<file path="config.mk">
export PLATFORM = sky130hd
export DESIGN_NAME = nibble_demux_collect
export DESIGN_NICKNAME = d
export VERILOG_FILES = /design/src/rtl/nibble_demux_collect_pkg.sv /design/src/rtl/nibble_demux_collect_bank.sv /design/src/rtl/nibble_demux_collect.sv
export SDC_FILE = /design/constraint.sdc
export NUM_CORES = 1
export LEC_CHECK = 0
export BUFFER_PORTS_ARGS = -buffer_cell sky130_fd_sc_hd__buf_2
export CORE_UTILIZATION = 58
export DETAILED_ROUTE_END_ITERATION = 7
export PLACE_DENSITY = 0.85
export SYNTH_ARGS = -nofsm -noshare
export SYNTH_HDL_FRONTEND = slang
export SYNTH_SLANG_ARGS = --single-unit
export TNS_END_PERCENT = 20
</file>
<file path="constraint.sdc">
create_clock -name clk -period 4.2 [get_ports clk]
set_input_delay 1.26 -clock clk [delete_from_list [all_inputs] [get_ports clk]]
set_output_delay 1.26 -clock clk [all_outputs]
set_load 0.01 [all_outputs]
</file>
<file path="src/rtl/nibble_demux_collect_pkg.sv">
// ============================================================================
// Module  : nibble_demux_collect_pkg
// Brief   : Shared widths and bank-select encoding for the nibble demux/collector.
// Revision: 1.0 - initial release
// ============================================================================
`default_nettype none

package nibble_demux_collect_pkg;
    localparam int NIBBLE_W = 4;
    localparam int STATE_W  = 64;

    localparam logic SEL_T = 1'b1;
    localparam logic SEL_F = 1'b0;
endpackage

`default_nettype wire

</file>
<file path="src/rtl/nibble_demux_collect_bank.sv">
// ============================================================================
// Module  : nibble_bank
// Brief   : One collector: packs NIBBLES nibbles LSB-first into a word and
//           presents it on a valid/ready handshake.
// Revision: 1.0 - initial release
// ============================================================================
`default_nettype none

module nibble_bank
    import nibble_demux_collect_pkg::*;
#(
    parameter int NIBBLES = 16
) (
    input  logic                         clk,
    input  logic                         rst_n,
    input  logic                         wr_en,
    input  logic [NIBBLE_W-1:0]          nib,
    output logic                         full,
    output logic                         valid,
    input  logic                         ready,
    output logic [NIBBLE_W*NIBBLES-1:0]  data
);
    localparam int CNT_W = $clog2(NIBBLES);
    localparam logic [CNT_W-1:0] c_LAST_CNT = CNT_W'(NIBBLES - 1);

    logic [CNT_W-1:0]            r_cnt;
    logic                        r_full;
    logic [NIBBLE_W*NIBBLES-1:0] r_data;
    logic                        w_take;

    // A full bank never takes a nibble, even if the top misroutes wr_en.
    assign w_take = wr_en & ~r_full;

    always_ff @(posedge clk or negedge rst_n) begin
        if (!rst_n) begin
            r_cnt  <= '0;
            r_full <= 1'b0;
            r_data <= '0;
        end else if (w_take) begin
            r_data[r_cnt*NIBBLE_W +: NIBBLE_W] <= nib;
            if (r_cnt == c_LAST_CNT) begin
                r_cnt  <= '0;
                r_full <= 1'b1;
            end else begin
                r_cnt  <= r_cnt + CNT_W'(1);
            end
        end else if (r_full && ready) begin
            r_full <= 1'b0;
        end
    end

    assign full  = r_full;
    assign valid = r_full;
    assign data  = r_data;
endmodule

`default_nettype wire

</file>
<file path="src/rtl/nibble_demux_collect.sv">
// ============================================================================
// Module  : nibble_demux_collect
// Brief   : 1:2 nibble demultiplexer steering a nibble stream into bank T or F.
// Revision: 1.0 - initial release
// ============================================================================
`default_nettype none

module nibble_demux_collect
    import nibble_demux_collect_pkg::*;
#(
    parameter int NIBBLES = 16
) (
    input  logic                         clk,
    input  logic                         rst_n,
    input  logic                         in_valid,
    output logic                         in_ready,
    input  logic                         sel,
    input  logic [NIBBLE_W-1:0]          nib,
    output logic                         t_valid,
    input  logic                         t_ready,
    output logic [NIBBLE_W*NIBBLES-1:0]  t_data,
    output logic                         f_valid,
    input  logic                         f_ready,
    output logic [NIBBLE_W*NIBBLES-1:0]  f_data
);
    logic w_t_full;
    logic w_f_full;
    logic w_accept;
    logic w_wr_t;
    logic w_wr_f;

    // Ready depends only on sel so a full bank never stalls traffic to the other.
    assign in_ready = (sel == SEL_T) ? ~w_t_full : ~w_f_full;
    assign w_accept = in_valid & in_ready;
    assign w_wr_t   = w_accept & (sel == SEL_T);
    assign w_wr_f   = w_accept & (sel == SEL_F);

    nibble_bank #(.NIBBLES(NIBBLES)) u_bank_t (
        .clk   (clk),
        .rst_n (rst_n),
        .wr_en (w_wr_t),
        .nib   (nib),
        .full  (w_t_full),
        .valid (t_valid),
        .ready (t_ready),
        .data  (t_data)
    );

    nibble_bank #(.NIBBLES(NIBBLES)) u_bank_f (
        .clk   (clk),
        .rst_n (rst_n),
        .wr_en (w_wr_f),
        .nib   (nib),
        .full  (w_f_full),
        .valid (f_valid),
        .ready (f_ready),
        .data  (f_data)
    );
endmodule

`default_nettype wire

</file>
# Word-level counts from Yosys, hierarchy flattened
# Cells that the tools add are included.
# totals
output_inout_bits,131
word_cells,43
in_bits,10
ff_bits,138
# classes
mux,11
bitwise,8
eq_ne,4
shifts,4
n_addsub,4
reduce_logical,6
# op_table
cell,n
$bwmux W64,2
$shift A4 B34 Y64 const A,2
$shiftx A4 B34 Y64,2
$neg A6 Y34,2
$add A4 B1 Y4 const B,2
$eq A4 B4 Y1 const B,2
$mux W4,2
$mux W1,7
$and A1 B1 Y1,5
$ne A2 B2 Y1 const B,2
$reduce_and A2 Y1,2
$reduce_bool A2 Y1,2
$not A1 Y1,3
$logic_and A1 B1 Y1,2

# Logic depth before layout (Yosys ltp)
# logic_depth
ltp_word,7
ltp_mapped,8
depth_no_buf,7

# Modules after synthesis
# Synthesis repeated with hierarchy kept, for this count alone.
# unflattened
cells_unflattened,426
area_unflattened_um2,5948.2
# modules_own_cells
module,seq_area_each_um2,cells_each,instances,area_per_inst_um2
nibble_bank (u_bank_f),1726.7,214,1,2972.9
nibble_bank (u_bank_t),1726.7,209,1,2949.1
nibble_demux_collect,0.0,3,1,26.3

# Worst setup path after synthesis
# No wires, ideal clock.
# synth_timing
path_type,input-to-output
from,input sel
to,output in_ready
arrival_time_ns,1.518
setup_slack_ns,1.422
t_required_ns,2.940
stages,1
n_path_buf,0
path_cell_list,mux2i_1
# synth_via
elab_chain_cells,1
# synth_rtl
element,line,source
start: declaration,nibble_demux_collect.sv:17,"input logic sel,"
$mux W1,nibble_demux_collect.sv:33,assign in_ready = (sel == SEL_T) ? ~w_t_full : ~w_f_full;
end: declaration,nibble_demux_collect.sv:16,"output logic in_ready,"
# Every way passes these cells.

# Worst setup path after layout
# Same ends and word-level chain as after synthesis.

==> results.md <==
* Placed cell count at about 690
* Final core occ at around 75%
* Ant diodes at 0
* Clk_lat worst skew at 0.52 ns
* Via count at approximately 4000
* Largest net degree at the start of global routing at between 100 and 150
* WP data arrival at 1.75 ns
* Cells on Worst Hold Path at 1
* Synth Net Count at roughly 440
* Final Non-Filler Cells at 720
* Detailed placement HPWL at 9550 µm
* Core ar. at between 9000 and 10000 µm²
* Finished Cell Area at between 7000 and 8000 µm²
* Critical Path RT at around 2.9 ns
* RSZ-0062 raised after global routing: no
* Syn Inst Count at 422
* Final TNS setup at 0 ns
* Hold Slack at approximately 0.48 ns
* Crit path max fanout at 6
* Slew Viols, Final at 0
* Final net count at between 500 and 600
* Final setup vio count at 0
* DR vias/cell at roughly 5.6
* Layout cells sized above 1 at around 47%
* Min-Delay Endpoint: u_bank_f.data[48]$_DFFE_PN0P_
* CP endpoint kind: output pin
* All-Layer GR Usage at between 20% and 30%
* Top Ports at approximately 140
* Seq/Total Area, Yosys at roughly three fifths
* Die area at about 11000 µm²
* Worst R2R Start: u_bank_f.r_cnt[0]$_DFFE_PN0P_
* Initial core utilization at between 60% and 70%
* Vias in the first global route at 4115
* Fmax at 0.332 GHz
* Global-route wire length before repair at 21200 µm
* Chip width at ~100 µm
* Reg2reg end: u_bank_f.data[50]$_DFFE_PN0P_
* Final worst path period share at between 70% and 80%
* Yosys reg bits at approximately 140
* Post-CTS Hold Buffers at 0
* FP Rows at 36
* R2R cell count at 7
* Pwr dens at between 600 and 700 nW/µm²
* R2R setup slack at 1.33 ns
* Detailed Route WL at between 10000 and 15000 µm
* Min-Delay Startpoint: u_bank_f.data[48]$_DFFE_PN0P_
* Syn Std Cell Area at 5900 µm²
* Commonest non-fill, non-tap cell in the layout: buf_2
* CTS tree: built
* Root buffer cell: clkbuf_8
* Minimum clock period at between 3 and 4 ns
* MaxCap Viol Count at 0
* CTS max path bufs at 2
* Buffers on Ports at 140
* YS warnings at 0
* Worst Skew at 0.00736 ns
* Most frequent cells in the layout: buf_2, dfrtp_1, mux2_2
* Hold WC Path Type: reg -> reg
* Syn avg cell area at approximately 14 µm²
* Count of different cell masters after synthesis at 37
* Max-slew headroom at a little over a third
* Worst vdd ir at between 0.3 and 0.4 mV
* Clock-pin slew on the worst setup and hold paths at roughly 0.06 ns
* Setup fix buffers added after clock tree synthesis at 0
* Routed wire per std cell at between 15 and 20 µm
* CP Class: in -> out
* Slew @ Worst Pin at 0.951 ns
* CTS resizes at 0
* Lkg Pwr at about 4.1 nW
* Residual DRC count at 0
* Total gr overflow at 0
* Status: completed
* Htree depth at 4
* Die height at between 100 and 150 µm
* Pre-Repair DR Iteration Count at 4
* Initial DRC Count at between 150 and 200
* GPL Wtd Cong at around 0.89
* Initial antenna violation count at 0
* Clk sinks at ~140
* Area Overhead vs Synth at 24.7%
* Final Hold Viols at 0
* Setup crit start kind: input port
* Area after DPL at approximately 6800 µm²
* Final ANT Viol Nets at 0
* TritonCTS Buffers at 17
==> per-layer routing <==
layer	global-route usage, %	up-vias	part of all wire, %
li1	-	1800	-
met2	43.4	155	49
met4	12.5	0	2.1
met3	8.81	31	7.2
met5	0	-	0
met1	35.2	2044	42
==> sequential cells by signal (all words and copies together), names as in the netlist <==
signal          count
u_bank_f.data      64
u_bank_t.data      64
u_bank_f.r_cnt      4
u_bank_t.r_cnt      4
u_bank_f.full       1
u_bank_t.full       1
==> worst max-delay path, cell delays in order <==
cell and delay (ns):
buf_2 0.14, mux2i_1 0.19, buf_2 0.16
==> Yosys cell counts <==
library cell  count  area share, %
dfrtp_1         138             59
mux2_2           99             19
mux2_1           31            5.9
nand2_1          29            1.8
and2_1           18            1.9
and3_1           16            1.7
ha_1             11            2.3
inv_1            11           0.70
nor2b_1           7           0.74
nor3_1            7           0.59
clkbuf_1          6           0.38
nand3b_1          4           0.51
nor3b_1           4           0.51
xnor2_1           4           0.59
buf_2             3           0.25
nand3_1           3           0.25
nor2_1            3           0.19
a211oi_2          2           0.42
a21oi_1           2           0.17
a22o_1            2           0.30
mux2i_1           2           0.34
nand2b_1          2           0.21
o21ai_0           2           0.17
o22ai_1           2           0.21
o41ai_1           2           0.30
a2111oi_4         1           0.47
a211oi_1          1           0.13
a21boi_1          1           0.13
a31oi_1           1           0.11
and2b_1           1           0.13
and3b_1           1           0.15
nand4_1           1           0.11
nor4b_1           1           0.15
o311a_1           1           0.17
o311ai_2          1           0.28
or2_2             1           0.11
or3b_1            1           0.15
==> kinds of logic after synthesis <==
logic type / after synthesis / synth area share, %
flops: 138 / 58.5
mux: 132 / 25.1
fa+ha+maj: 11 / 2.33
simple gates: 99 / 9.24
compound gates: 18 / 2.84
xor+xnor: 4 / 0.594
buf+inv: 20 / 1.34
==> metrics by stage <==
| step | power, mW | setup slack [ns] |
|---|---|---|
| after floorplan | 2.82 | 1.42 |
| after global placement | 3.33 | 1.19 |
| after detailed placement | 3.43 | 1.20 |
| after CTS | 4.95 | 1.19 |
| after global routing | 5.18 | 1.12 |
| final | 4.93 | 1.19 |
==> report_power, final <==
group,total [mW],switching (mW),internal [mW]
logic,1.43,0.770,0.664
clock network,1.51,0.553,0.953
registers,1.99,0.276,1.71
==> how the worst max path moves through the flow <==
stage	startpoint	to	slack, ns	depth (start not counted)
2_1_floorplan	sel	in_ready	1.42	1
3_3_place_gp	sel	in_ready	1.19	3
3_5_place_dp	sel	in_ready	1.20	3
4_1_cts	sel	in_ready	1.19	3
5_1_grt	sel	in_ready	1.12	3
6_report	sel	in_ready	1.19	3
==> final cells by class <==
class / instances / area [µm²]
clock buffer: 22 / 463
fill: 661 / 2460
clock inverter: 10 / 141
timing repair buffer: 142 / 722
multi-input combinational: 264 / 2370
tap: 133 / 166
sequential: 138 / 3450
inverter: 11 / 41.3
Note: power is estimated with default switching activity, not from simulation.
